==> config.mk <==
export PLATFORM = sky130hd
export DESIGN_NAME = seg_count_decoder_flat
export DESIGN_NICKNAME = d
export VERILOG_FILES = /design/src/rtl/seg_count_decoder_if.sv /design/src/rtl/seg_count_decoder.sv /design/src/flat_wrapper.sv
export SDC_FILE = /design/constraint.sdc
export NUM_CORES = 1
export LEC_CHECK = 0
export CORE_MARGIN = 10
export CORE_UTILIZATION = 54
export DETAILED_ROUTE_END_ITERATION = 7
export PLACE_DENSITY = 0.77
export SYNTH_ARGS = -nofsm -noshare
export SYNTH_HDL_FRONTEND = slang
export SYNTH_SLANG_ARGS = --single-unit
export TNS_END_PERCENT = 30
==> constraint.sdc <==
create_clock -name clk -period 2.7 [get_ports clk]
set_input_delay 0.54 -clock clk [delete_from_list [all_inputs] [get_ports clk]]
set_output_delay 0.54 -clock clk [all_outputs]
set_load 0.03 [all_outputs]
==> src/rtl/seg_count_decoder_if.sv <==
// Result channel of the 7-segment count decoder.
// Ports: valid/ready handshake, count, comps, err (+ ovr with SEG_OVERRUN_FLAG_EN).
interface seg_count_decoder_if;
    logic       valid;
    logic       ready;
    logic [2:0] count;
    logic [4:0] comps;
    logic       err;
`ifdef SEG_OVERRUN_FLAG_EN
    logic       ovr;

    modport master (
        output valid, count, comps, err, ovr,
        input  ready
    );
    modport slave (
        input  valid, count, comps, err, ovr,
        output ready
    );
`else
    modport master (
        output valid, count, comps, err,
        input  ready
    );
    modport slave (
        input  valid, count, comps, err,
        output ready
    );
`endif
endinterface

==> src/rtl/seg_count_decoder.sv <==
// Debounces a 7-segment bus and decodes settled digits 0..5 to count/thermometer.
// Ports: clk, rst_n (async low), segs[6:0] async {g..a}, bus (master: valid/ready/
// count/comps/err). Define SEG_OVERRUN_FLAG_EN to add bus.ovr overrun flag.
module seg_count_decoder #(
    parameter int unsigned STABLE_CYCLES = 4,
    parameter bit          ACTIVE_LOW    = 1'b1
) (
    input  logic                clk,
    input  logic                rst_n,
    input  logic [6:0]          segs,
    seg_count_decoder_if.master bus
);

    localparam logic [6:0] BLANK    = 7'h7F;
    localparam logic [2:0] STAB_MAX = 3'(STABLE_CYCLES);
    localparam logic [2:0] STAB_ACC = 3'(STABLE_CYCLES - 1);

    logic [6:0] seg_n;
    logic [6:0] s1, s2;
    logic [6:0] cand;
    logic [6:0] last_acc;
    logic [2:0] stab;

    logic       accept;
    logic       event_hit;
    logic       dec_ok;
    logic [2:0] dec_cnt;
    logic [4:0] dec_comps;

    // Per-bit inversion ahead of the synchroniser keeps the
    // reset value 7'h7F meaning "blank" for both polarities.
    assign seg_n = ACTIVE_LOW ? segs : ~segs;

    always_ff @(posedge clk or negedge rst_n) begin
        if (!rst_n) begin
            s1 <= BLANK;
            s2 <= BLANK;
        end else begin
            s1 <= seg_n;
            s2 <= s1;
        end
    end

    assign accept    = (s2 == cand) && (stab == STAB_ACC);
    assign event_hit = accept && (cand != last_acc)
                     && (cand != BLANK);

    always_ff @(posedge clk or negedge rst_n) begin
        if (!rst_n) begin
            cand     <= BLANK;
            stab     <= '0;
            last_acc <= BLANK;
        end else begin
            if (s2 != cand) begin
                cand <= s2;
                stab <= 3'd1;
            end else if (stab < STAB_MAX) begin
                stab <= stab + 3'd1;
            end
            if (accept)
                last_acc <= cand;
        end
    end

    always_comb begin
        dec_ok    = 1'b1;
        dec_cnt   = 3'd0;
        dec_comps = 5'b00000;
        case (cand)
            7'h40: begin dec_cnt = 3'd0; dec_comps = 5'b00000; end
            7'h79: begin dec_cnt = 3'd1; dec_comps = 5'b00001; end
            7'h24: begin dec_cnt = 3'd2; dec_comps = 5'b00011; end
            7'h30: begin dec_cnt = 3'd3; dec_comps = 5'b00111; end
            7'h19: begin dec_cnt = 3'd4; dec_comps = 5'b01111; end
            7'h12: begin dec_cnt = 3'd5; dec_comps = 5'b11111; end
            default: dec_ok = 1'b0;
        endcase
    end

    // Single-entry slot: a new event always wins, even over
    // a word that is still waiting for the consumer.
    always_ff @(posedge clk or negedge rst_n) begin
        if (!rst_n) begin
            bus.valid <= 1'b0;
            bus.count <= '0;
            bus.comps <= '0;
            bus.err   <= 1'b0;
`ifdef SEG_OVERRUN_FLAG_EN
            bus.ovr   <= 1'b0;
`endif
        end else if (event_hit) begin
            bus.valid <= 1'b1;
            bus.count <= dec_cnt;
            bus.comps <= dec_comps;
            bus.err   <= ~dec_ok;
`ifdef SEG_OVERRUN_FLAG_EN
            bus.ovr   <= bus.valid && !bus.ready;
`endif
        end else if (bus.valid && bus.ready) begin
            bus.valid <= 1'b0;
`ifdef SEG_OVERRUN_FLAG_EN
            bus.ovr   <= 1'b0;
`endif
        end
    end

endmodule

==> src/flat_wrapper.sv <==
// flat-port wrapper written by rule: the top's interface ports become plain ports
module seg_count_decoder_flat 
#(
    parameter int unsigned STABLE_CYCLES = 4,
    parameter bit          ACTIVE_LOW    = 1'b1
)
  (clk, rst_n, segs, bus_valid, bus_count, bus_comps, bus_err, bus_ready);
  seg_count_decoder_if bus_i ();
  input  logic clk;
  input  logic rst_n;
  input  logic [6:0] segs;
  output wire logic [$bits(bus_i.valid)-1:0] bus_valid;
  output wire logic [$bits(bus_i.count)-1:0] bus_count;
  output wire logic [$bits(bus_i.comps)-1:0] bus_comps;
  output wire logic [$bits(bus_i.err)-1:0] bus_err;
  input wire logic [$bits(bus_i.ready)-1:0] bus_ready;
  assign bus_valid = bus_i.valid;
  assign bus_count = bus_i.count;
  assign bus_comps = bus_i.comps;
  assign bus_err = bus_i.err;
  assign bus_i.ready = bus_ready;
  seg_count_decoder #(.STABLE_CYCLES(STABLE_CYCLES), .ACTIVE_LOW(ACTIVE_LOW)) u_core (.clk(clk), .rst_n(rst_n), .segs(segs), .bus(bus_i));
endmodule
==> impl_metrics.json <==
{
  "status": "completed",
  "worst-path-buf-inv": 0,
  "yosys.area.top_type": "dfstp_2",
  "grt_pass1_wl_um": 4657,
  "fin_tns_setup_ns": 0,
  "drt_iter0_drc": 43,
  "cts_hold_buf": 0,
  "synthMuxAreaShare_pct": 8.493,
  "overflow": 0,
  "clock_sinks": 40,
  "dpl.hpwl_um": 1967,
  "crit_path_start_kind": "flip-flop",
  "synth_area_leaders": "dfstp_2, dfrtp_1, mux2_2",
  "worstSetupEndpoint": "u_core.bus.comps[3]",
  "final.min_clock_period_ns": 2.174,
  "cts_tree": "done",
  "layout_commonest_cell": "dfstp_2",
  "post-cts-setup-buffer-count": 0,
  "setup_viol": 0,
  "synth_edf_count": 0,
  "synth_top_area_share_pct": 43.43,
  "ff2ff_path_depth": 5,
  "yosys.area_share.adder_pct": 1.477,
  "synth_cells": 129,
  "crit_fanout": 9,
  "synth_flop_cell": "dfstp_2",
  "fin_crit_sh_pct": 80.52,
  "drtAntennaViolNets": 0,
  "cts_buffers": 5,
  "layout_common_cells": "dfstp_2, clkdlybuf4s50_1, dfrtp_1",
  "ys_seq_area_share_pct": 61.15,
  "synth.avg_cell_area_um2": 13.13,
  "path_depth": 5,
  "slowest_stage": "dfstp_2",
  "hold_class": "reg2reg",
  "clock_latency_ns": 0.34,
  "place_ws_ns": 0.5386,
  "ys_types": 33,
  "post_cts_resize_count": 0,
  "finClkSkew_ns": 0.007094,
  "rsz0062_at_grt": "no",
  "rr_startpoint": "u_core.cand[4]",
  "max_cap_viol_count": 0,
  "die_x_um": 76.01,
  "synth-warning-count": 0,
  "initial_core_util_pct": 55.95,
  "synth-async-reset-ratio_pct": 100.0,
  "fp-row-count": 20,
  "grt_pass1_vias": 1012,
  "layout-drive-gt1-share_pct": 35.42,
  "hold-path-cell-count": 0,
  "portBuffers": 19,
  "dr.pass1.iters": 4,
  "clockBufferDepth": 2,
  "drt-vias-per-instance": 5.271,
  "finalPower_mw": 1.100,
  "diodes": 0,
  "r2r_slack_ns": 0.53,
  "rr_endpoint": "u_core.bus.comps[3]",
  "cts-root-buf": "clkbuf_4",
  "io_pins": 20,
  "setup_ws_ns": 0.5260,
  "power.leakage_nw": 0.7894,
  "routabilityCongestion": 0.8785,
  "crit_family": "simple AND/OR/NAND/NOR gates",
  "synth_area_um2": 1694,
  "vdd_drop_max_uv": 371.3,
  "grt_usage_pct": 10.03,
  "worstPathCellList": "xor2_1, nor4_2, and4_1, o311ai_4, mux2_1",
  "end_kind": "flip-flop",
  "cp.required_ns": 2.93,
  "layout.nets": 155,
  "critPathArrivalTime_ns": 2.41,
  "synth_xor_area_share_pct": 8.789,
  "synth_simple_gate_area_share_pct": 8.050,
  "drt-wirelength-per-cell_um": 14.30,
  "worstSetupPathType": "reg2reg",
  "finalHoldViolCount": 0,
  "die_h_um": 76.01,
  "p_per_area_nw_per_um2": 558.7,
  "max_slew_margin_pct": 50.13,
  "dr_total_vias": 991,
  "antenna_found_initial": 0,
  "max_clock_freq_ghz": 0.4600,
  "ys_seq_elements": 40,
  "synth_fp_nets": 141,
  "synth-compound-area-share_pct": 6.425,
  "area_growth_pct": 16.17,
  "slew_viol_final": 0,
  "crit_start": "u_core.cand[4]",
  "grt_start_max_net_pins": 41,
  "cts_htree_levels": 2,
  "die_area_um2": 5778,
  "drc_errors": 0,
  "synth_top_family_by_area": "XOR/XNOR gates",
  "totalWireLength_um": 2688,
  "core_um2": 3028,
  "max_stage_delay_ns": 0.62,
  "worst_pin_slew_ns": 0.7292,
  "clkTransAtPathRegs_ns": 0.11
}
## where the power goes
group	switching [mW]	total (mW)	leakage [nW]	internal, mW
clock	0.181	0.390	0.0497	0.209
sequential	0.0193	0.650	0.456	0.630
combinational	0.0316	0.0602	0.284	0.0285
total	0.232	1.10	0.789	0.868
## registers in the layout, indices dropped and copies added, names as in the netlist
register,count
u_core.bus.valid,1
u_core.s2,7
u_core.bus.err,1
u_core.stab,3
u_core.last_acc,7
u_core.bus.comps,5
u_core.bus.count,2
u_core.s1,7
u_core.cand,7
## kinds of logic (layout without fill, tap and decap cells)
kind of cell | Yosys count | count (layout)
AO/OA/AOI/OAI | 12 | 12
XOR/XNOR | 17 | 17
adder cells (fa/ha/maj) | 2 | 2
buffers and inverters | 19 | 34
flip-flops | 40 | 40
multiplexers | 13 | 13
AND/OR/NAND/NOR | 26 | 26
## synth_stat cells (2+ instances only)
cell      instances
a21oi_1           2
a32o_1            2
buf_2             4
buf_6             2
clkbuf_1          7
dfrtp_1          12
dfstp_2          28
ha_1              2
inv_1             5
mux2_2           10
mux2i_1           2
nand2_1           5
nand3_1           3
nand4_1           4
nor2_1            8
xnor2_1           8
xor2_1            9
## per-stage QoR
step / instance area (um^2) / hold WS (ns) / std cells / utilization, %
after global placement: 1878 / 0.3457 / 180 / 62.02
after detailed placement: 1878 / 0.3470 / 180 / 62.02
after global routing: 1968 / 0.3595 / 188 / 65.00
after floorplan: 1694 / 0.2444 / 129 / -
after CTS: 1968 / 0.3556 / 188 / 65.00
final: 1968 / 0.3582 / 188 / 65.00
## metal layers
layer | share of wire, % | GRT usage, % | up-vias
met5 | 0 | 0 | -
met4 | 2.1 | 5.114 | 0
met3 | 6.5 | 5.071 | 8
met2 | 48 | 14.80 | 42
met1 | 43 | 11.66 | 481
li1 | - | - | 460
## worst min-delay path by stage
stage | from | end | slack [ns]
2_1_floorplan | rst_n | u_core.bus.comps[0] | 0.24
3_5_place_dp | u_core.s1[3] | u_core.s2[3] | 0.35
5_1_grt | u_core.s1[3] | u_core.s2[3] | 0.36
6_report | u_core.s1[3] | u_core.s2[3] | 0.36
3_3_place_gp | u_core.s1[6] | u_core.s2[6] | 0.35
4_1_cts | u_core.s1[3] | u_core.s2[3] | 0.36
## cell type report
class                           count  area, um^2
Sequential cell                    40        1036
Multi-Input combinational cell     70       563.0
Timing Repair Buffer               21       205.2
Clock buffer                        8       90.09
Fill cell                         231        1060
Tap cell                           44       55.05
Inverter                            5       18.77
Note: power is estimated with default switching activity, not from simulation.
==> patch, RTL diff (same flow settings) <==
Make the reset (`rst_n`) synchronous in 3 clocked blocks. Comments in the files are not updated.
--- a/src/rtl/seg_count_decoder.sv
+++ b/src/rtl/seg_count_decoder.sv
@@ -32,5 +32,5 @@
     assign seg_n = ACTIVE_LOW ? segs : ~segs;
 
-    always_ff @(posedge clk or negedge rst_n) begin
+    always_ff @(posedge clk) begin
         if (!rst_n) begin
             s1 <= BLANK;
@@ -46,5 +46,5 @@
                      && (cand != BLANK);
 
-    always_ff @(posedge clk or negedge rst_n) begin
+    always_ff @(posedge clk) begin
         if (!rst_n) begin
             cand     <= BLANK;
@@ -80,5 +80,5 @@
     // Single-entry slot: a new event always wins, even over
     // a word that is still waiting for the consumer.
-    always_ff @(posedge clk or negedge rst_n) begin
+    always_ff @(posedge clk) begin
         if (!rst_n) begin
             bus.valid <= 1'b0;
Behaviour: differs if rst_n is asserted again (counterexample within 10 cycles, from zero or initial values and one cycle with rst_n low); with rst_n held inactive, the same outputs for 10 cycles.
==> patch against the unedited design <==
Global-route usage increased by 0.43 points. Sequential cell count unchanged. Hold slack improved by 0.062 ns. Combinational power increased by 11%. Critical path depth increased by 1. Count of clock-buffer cells in the layout decreased by 3. Via count increased by 19%. Cell area decreased by 3.2%. Total power decreased by 13%. Wire length increased by 8.0%. Synthesized area about the same. Setup slack improved by 0.21 ns. Critical path type unchanged. Critical endpoint is now u_core.bus.comps[1]. Largest cell class unchanged. Highest routed layer unchanged.
==> patch: results (changes against the unedited design) <==
vias per inst=5.16 (-2.1%); placed inst area=1850 um^2 (-1.3%); Worst R2R Start=u_core.cand[2]; post-synthesis mux area share=9.45% (+0.95 points); drt initial violations=71 (+65%); Hold Crit Endpoint=u_core.s2[6]; fill count=259 (+12%); Worst Skew=0.00258 ns (-0.00452 ns); worst hold-check slack=0.420 ns (+0.0617 ns); worst reg2reg path depth=6 (+1); dpl cells=221 (+23%); critical path's slowest cell=dfxtp_1; fraction of layout cells with a size suffix above 1=5.98% (-29 points); top post-synthesis cells by count=dfxtp_1, nand2b_1, nand2_1; Total GRT Usage=10.5% (+0.43 points); worst slew pin tran=0.594 ns (-0.135 ns); Compound-Gate Fraction of Synth Area=4.35% (-2.1 points); detailed placement HPWL=2160 um (+9.7%); Psw=0.224 mW (-3.3%); Mapped Cells=170 (+32%); synth top area cells=dfxtp_1, mux2i_1, nand2b_1; cell depth of the worst min-delay path=1 (+1); RePlAce Congestion=0.826 (-5.9%); XOR/XNOR Fraction of Synth Area=8.78% (about the same); ys async rst share=0% (-100 points); post-synthesis adder-cell area fraction=1.48% (about the same); sequential cell area fraction in the yosys report=47.2% (-14 points); status=finished clean; reg-to-reg slack, setup=0.73 ns (+0.21 ns); unique cell type count in the Yosys netlist=30 (-9.1%); syn_nets=182 (+29%); pre-CTS WS=0.747 ns (+0.208 ns); fin nets=196 (+26%); largest net degree at the start of global routing=42 (+2.4%); Top delay family on crit path=flip-flops; vias=1177 (+19%); fmax=508 MHz (+10%)
[patch: changes by cell type after synthesis, sizes merged, moves of 3 or more]
| cell | before | now |
|---|---|---|
| mux2i | 2 | 16 |
| nor2 | 8 | 4 |
| a21oi | 2 | 5 |
| mux2 | 11 | 0 |
| nand2 | 5 | 20 |
| dfxtp | 0 | 40 |
| or3 | 0 | 3 |
| dfstp | 28 | 0 |
| dfrtp | 12 | 0 |
| nand2b | 1 | 24 |
[patch: layer usage]
metal	wire length (um)	share of wire [%]	track usage (%)	up-vias
li1	-	-	-	589
met1	1270	44	10.4	537
met2	1390	48	17.9	45
met3	210	7.2	4.83	6
met4	37	1.3	5.30	0
met5	0	0	0	-
[patch: layout make-up]
type | instances | area (um^2) | area share (%)
flip-flops and latches | 40 | 801 | 42.0
multi-input cells | 113 | 782 | 41.1
repair buffers | 21 | 205 | 10.8
well taps | 44 | 55.1 | 2.89
clock buffers | 5 | 37.5 | 1.97
clock inverters | 2 | 12.5 | 0.657
inverters | 3 | 11.3 | 0.591
